File: src/rtl/serial_receive_pkg.sv
// Shared link definitions for the serial receiver: framing levels, data width and FSM encodings.
// The same constants describe the line as seen by the transmit end.
package serial_receive_pkg;

    localparam int   SER_DATA_BITS  = 8;
    localparam logic SER_START_BIT  = 1'b0;
    localparam logic SER_GUARD_BIT  = 1'b0;
    localparam logic SER_IDLE_LEVEL = 1'b1;

    localparam logic [2:0] ST_HUNT  = 3'd0;
    localparam logic [2:0] ST_IDLE  = 3'd1;
    localparam logic [2:0] ST_START = 3'd2;
    localparam logic [2:0] ST_DATA  = 3'd3;
    localparam logic [2:0] ST_GUARD = 3'd4;

    function automatic logic is_busy(input logic [2:0] st);
        return (st == ST_START) || (st == ST_DATA) || (st == ST_GUARD);
    endfunction

endpackage

File: src/rtl/serial_receive_rx_sync.sv
// rx_sync: STAGES-deep synchroniser for the asynchronous serial line.
// Flops reset to the idle level so a reset never looks like a start bit.
module rx_sync #(
    parameter int STAGES = 2
) (
    input  logic clk,
    input  logic rst_n,
    input  logic d,
    output logic q
);

    logic [STAGES-1:0] sync_q;
    logic [STAGES-1:0] sync_d;

    always_comb begin
        sync_d = {sync_q[STAGES-2:0], d};
    end

    always_ff @(posedge clk or negedge rst_n) begin
        if (!rst_n) begin
            sync_q <= '1;
        end else begin
            sync_q <= sync_d;
        end
    end

    assign q = sync_q[STAGES-1];

endmodule

File: src/rtl/serial_receive.sv
// serial_receive: deframes start / D7..D0 / guard frames from rxd into bytes on a valid/ready port.
// Optional macro RX_GUARD_CHECK_EN: a guard sample of 1 pulses frame_err and drops the byte.
module serial_receive
    import serial_receive_pkg::*;
#(
    parameter int CLKS_PER_BIT = 1,
    parameter int SYNC_STAGES  = 2
) (
    input  logic       clk,
    input  logic       rst_n,
    input  logic       rxd,
    input  logic       enable,
    output logic [7:0] data,
    output logic       data_valid,
    input  logic       data_ready,
    output logic       overrun,
    output logic       frame_err,
    output logic       busy
);

    localparam int CW       = (CLKS_PER_BIT > 1) ? $clog2(CLKS_PER_BIT) : 1;
    localparam int HALF_INT = (CLKS_PER_BIT > 1) ? (CLKS_PER_BIT / 2 - 1) : 0;
    localparam logic [CW-1:0] HALF_LOAD = CW'(HALF_INT);
    localparam logic [CW-1:0] FULL_LOAD = CW'(CLKS_PER_BIT - 1);

    logic          rxs;
    logic [2:0]    state_q, state_d;
    logic [7:0]    shreg_q, shreg_d;
    logic [2:0]    bit_cnt_q, bit_cnt_d;
    logic [CW-1:0] cnt_q, cnt_d;
    logic [7:0]    data_q, data_d;
    logic          valid_q, valid_d;
    logic          overrun_q, overrun_d;
    logic          frame_err_q, frame_err_d;
    logic          tick, sample_guard, guard_bad, commit, accept;

    rx_sync #(.STAGES(SYNC_STAGES)) u_rx_sync (
        .clk   (clk),
        .rst_n (rst_n),
        .d     (rxd),
        .q     (rxs)
    );

    // With one clock per bit the counter idles at zero, so every clock is a sample point.
    assign tick = (cnt_q == '0);

    always_comb begin
        state_d      = state_q;
        shreg_d      = shreg_q;
        bit_cnt_d    = bit_cnt_q;
        cnt_d        = cnt_q;
        sample_guard = 1'b0;
        if (!enable) begin
            state_d   = ST_HUNT;
            shreg_d   = '0;
            bit_cnt_d = '0;
            cnt_d     = '0;
        end else begin
            case (state_q)
                ST_HUNT: begin
                    if (rxs == SER_IDLE_LEVEL) state_d = ST_IDLE;
                end
                ST_IDLE: begin
                    if (rxs == SER_START_BIT) begin
                        if (CLKS_PER_BIT == 1) begin
                            state_d = ST_DATA;
                        end else begin
                            state_d = ST_START;
                            cnt_d   = HALF_LOAD;
                        end
                    end
                end
                ST_START: begin
                    if (tick) begin
                        cnt_d   = FULL_LOAD;
                        state_d = (rxs == SER_START_BIT) ? ST_DATA : ST_IDLE;
                    end else begin
                        cnt_d = cnt_q - CW'(1);
                    end
                end
                ST_DATA: begin
                    if (tick) begin
                        cnt_d     = FULL_LOAD;
                        shreg_d   = {shreg_q[SER_DATA_BITS-2:0], rxs};
                        bit_cnt_d = bit_cnt_q + 3'd1;
                        if (bit_cnt_q == 3'd7) state_d = ST_GUARD;
                    end else begin
                        cnt_d = cnt_q - CW'(1);
                    end
                end
                ST_GUARD: begin
                    if (tick) begin
                        sample_guard = 1'b1;
                        state_d      = ST_IDLE;
                    end else begin
                        cnt_d = cnt_q - CW'(1);
                    end
                end
                default: state_d = ST_HUNT;
            endcase
        end
    end

`ifdef RX_GUARD_CHECK_EN
    assign guard_bad = sample_guard && (rxs != SER_GUARD_BIT);
`else
    assign guard_bad = 1'b0;
`endif
    assign commit = sample_guard && !guard_bad;

    // Handshake: data is stable while data_valid=1 until a cycle with data_valid && data_ready.
    // A commit in the accept cycle loads the next byte without a bubble.
    assign accept = valid_q && data_ready;

    always_comb begin
        data_d      = data_q;
        valid_d     = valid_q;
        overrun_d   = 1'b0;
        frame_err_d = guard_bad;
        if (commit) begin
            data_d    = shreg_q;
            valid_d   = 1'b1;
            overrun_d = valid_q && !accept;
        end else if (accept) begin
            valid_d = 1'b0;
        end
    end

    always_ff @(posedge clk or negedge rst_n) begin
        if (!rst_n) begin
            state_q     <= ST_HUNT;
            shreg_q     <= '0;
            bit_cnt_q   <= '0;
            cnt_q       <= '0;
            data_q      <= '0;
            valid_q     <= 1'b0;
            overrun_q   <= 1'b0;
            frame_err_q <= 1'b0;
        end else begin
            state_q     <= state_d;
            shreg_q     <= shreg_d;
            bit_cnt_q   <= bit_cnt_d;
            cnt_q       <= cnt_d;
            data_q      <= data_d;
            valid_q     <= valid_d;
            overrun_q   <= overrun_d;
            frame_err_q <= frame_err_d;
        end
    end

    assign data       = data_q;
    assign data_valid = valid_q;
    assign overrun    = overrun_q;
    assign frame_err  = frame_err_q;
    assign busy       = is_busy(state_q);

endmodule

File: config.mk
export PLATFORM = sky130hd
export DESIGN_NAME = serial_receive
export DESIGN_NICKNAME = d
export VERILOG_FILES = /design/src/rtl/serial_receive_pkg.sv /design/src/rtl/serial_receive_rx_sync.sv /design/src/rtl/serial_receive.sv
export SDC_FILE = /design/constraint.sdc
export NUM_CORES = 1
export LEC_CHECK = 0
export ABC_AREA = 1
export CAP_MARGIN = 20
export CORE_ASPECT_RATIO = 1.75
export CORE_MARGIN = 1.5
export CORE_UTILIZATION = 40
export DETAILED_ROUTE_END_ITERATION = 10
export GPL_TIMING_DRIVEN = 0
export PLACE_DENSITY = 0.59
export SYNTH_ARGS = -nofsm -noshare
export SYNTH_HDL_FRONTEND = slang
export SYNTH_SLANG_ARGS = --single-unit
export TNS_END_PERCENT = 5
File: constraint.sdc
create_clock -name clk -period 3.9 [get_ports clk]
set_clock_uncertainty 0.2 [all_clocks]
set_input_delay 0.39 -clock clk [delete_from_list [all_inputs] [get_ports clk]]
set_output_delay 0.39 -clock clk [all_outputs]
set_load 0.05 [all_outputs]
==> summary.md <==
| Metric | Value |
|---|---|
| Status | `complete, no violations` |
| Routed WL per cell | `13.1 um` |
| Final clock period utilization by the worst path | `between 60 and 70%` |
| Width of the die | `43.3 um` |
| CP endpoint kind | `primary output` |
| Slew Limit Fails | `0` |
| RSZ-0062 raised after global routing | `no` |
| Non-Filler Instances | `160` |
| Worst-path clk slew | `0.09 ns` |
| Time the worst path needs with I/O delays and setup | `2.47 ns` |
| Register area share after synthesis | `57.4%` |
| Power, Total | `0.711 mW` |
| Maxcap violations | `0` |
| Slowest CP cell | `clkdlybuf4s50_1` |
| DR vias | `834` |
| Global-route usage over all layers | `around 15%` |
| Setup Total Neg Slack | `0 ns` |
| Worst vdd ir | `0.239 mV` |
| Post-synthesis async set-or-reset flop share | `100%` |
| Final Net Count | `141` |
| Hold/Removal Path Class | `register to register` |
| Num CTS Buffers | `3` |
| Vias in the first global route | `824` |
| Most frequent cell after synthesis | `nand2_1` |
| Synth top area share | `between 50% and 60%` |
| Highest Signal Layer | `met4` |
| # resized after CTS | `0` |
| CP Cell Sequence | `nor2_2 > nand2_1 > nand2_1 > clkdlybuf4s50_1` |
| Filler cells | `242` |
| Drt first pass iters | `4` |
| Yosys warnings | `0` |
| Critical path startpoint category | `register` |
| Routed length on met1 | `933 um` |
| Htree depth | `1` |
| Core ar. | `2690 sq um` |
| Remaining Overflow, GRT | `0` |
| Port Buffers | `14` |
| Synthesized area | `between 1000 and 1500 sq um` |
| # diodes | `0` |
| Routability cong. | `between 0.8 and 0.9` |
| Synthesized Nets | `121` |
| Layout cells sized above 1 | `a little under a quarter` |
| Synth Area per Inst | `9.99 sq um` |
| Critical Path Max Stage Delay | `0.79 ns` |
| Number of flops mapped to enable cells by yosys | `0` |
| I/O pin total | `17` |
| CTS tree | `yes` |
| Residual DRC | `0` |
| Cells after synthesis | `114` |
| First-pass GRT wire length | `3630 um` |
| Count of different cell masters after synthesis | `22` |
| Synth Flop Type | `dfrtp_1` |
| Clk root buf | `clkbuf_8` |
| Post-synth top cells | `nand2_1 (25), dfrtp_1 (24), inv_1 (12), o21ai_2 (8), o22ai_1 (8)` |
| Final setup violating endpoints | `0` |
| Placed Instances | `155` |
| Pleak | `0.661 nW` |
| Critical Path RT | `3.31 ns` |
| Synthesis-stage register bit count | `26` |
| Antenna Violating Nets Remaining | `0` |
| Die height | `73.6 um` |
| Clk buf depth | `2` |
| Dominant cell type by area after synthesis | `dfrtp_1` |
| Sink Count | `26` |
| Final Hold Vio Count | `0` |
| Die area | `3190 sq um` |
| Initial core utilization | `approximately 42%` |
| DR iter-0 viols | `8` |
| Final HPWL DP | `1480 um` |
| Wirelength, routed | `2090 um` |
| Met2 wire len | `1040 um` |
| Max Freq | `406 MHz` |
| # rows | `25` |
| Fin area | `1400 sq um` |
| Initial antenna violation count | `0` |
| Largest net degree at the start of global routing | `27` |
| Hold_buf cts | `0` |
| Setup CP Type | `register to primary output` |
| Top cell by count, worst path | `nand2_1` |
| Placement Cell Area | `1310 sq um` |
| Skew-Pair Late Insertion Delay | `approximately 0.27 ns` |
| P&R area growth vs syn | `22.9%` |
| Met3 WL | `57 um` |
| Max Fanout on Critical Path | `4` |
| Vias per inst | `5.21` |
| Post-CTS Setup Inserts | `0` |
| Pwr Density | `around 510 nW/um^2` |
| Worst path arrival time | `1.88 ns` |
| Main area contributors after synthesis | `dfrtp_1 (53%), nand2_1 (8.2%), o21ai_2 (6.2%)` |
## registers in the layout, summed over array words and instances, names as in the netlist
name / flops
shreg_q: 8
bit_cnt_q: 3
u_rx_sync.sync_q: 2
data_valid: 1
data: 8
overrun: 1
state_q: 3
## layer usage
metal | up-vias | GRT usage [%]
li1 | 402 | -
met1 | 414 | 18.6
met2 | 13 | 25.0
met3 | 5 | 2.21
met4 | 0 | 8.08
met5 | - | 0
## kinds of logic after synthesis
family	Yosys count	share of synthesized area, %
AND/OR/NAND/NOR	44	18.0
buffers and inverters	20	9.01
AO/OA/AOI/OAI	21	13.1
flip-flops	26	57.4
adder cells (fa/ha/maj)	2	2.20
other	1	0.329
## final cells by class
cell class	count	area (sq um)	share of cell area (%)
Sequential cell	26	653	46.7
Multi-Input combinational cell	68	383	27.4
Timing Repair Buffer	15	155	11.1
Inverter	16	61.3	4.38
Clock buffer	3	41.3	2.95
Buffer	4	41.3	2.95
Tap cell	27	33.8	2.42
Clock inverter	1	30.0	2.15
## report_power, final
part           internal [mW]  leakage, nW  total [mW]  switching, mW
Sequential             0.291        0.353       0.316         0.0248
Clock                  0.137       0.0357       0.222         0.0843
Combinational         0.0586        0.272       0.173          0.115
Total                  0.487        0.661       0.711          0.224
## cell usage in the layout, fill, tap and decap left out, drive strengths merged
master,instances
nor3,1
clkinv,1
dfstp,2
bufinv,1
nor2,9
a21oi,1
inv,15
conb,1
clkbuf,3
o21ai,12
nand3,6
nand3b,1
o22ai,8
buf,5
dfrtp,24
ha,2
clkdlybuf4s50,14
nand2,27
## stage by stage
stage	hold WS, ns	worst slack [ns]	utilization [%]
after floorplan	-0.106	2.31	-
after global placement	0.147	1.77	48.8
final	0.160	1.43	52.0
after detailed placement	0.149	1.74	48.8
after global routing	0.167	1.37	52.0
after CTS	0.163	1.43	51.4
## worst max-delay path, delay by kind of cell (launching register included)
kind	cells	cell delay, ns
buf+inv	1	0.79
flops	1	0.43
simple gates	3	0.38
## path summary, 6_finish.rpt
check | startpoint | end | slack [ns] | cells after the start
min in group asynchronous | rst_n | data[5] | 0.17 | 1
worst max-delay path | state_q[1] | busy | 1.43 | 4
worst min register to register | u_rx_sync.sync_q[0] | u_rx_sync.sync_q[1] | 0.16 | 0
worst min-delay path | u_rx_sync.sync_q[0] | u_rx_sync.sync_q[1] | 0.16 | 0
max in group asynchronous | rst_n | u_rx_sync.sync_q[1] | 2.81 | 2
worst max register to register | bit_cnt_q[0] | state_q[0] | 2.40 | 6
Power figures use the tool's default switching activity.
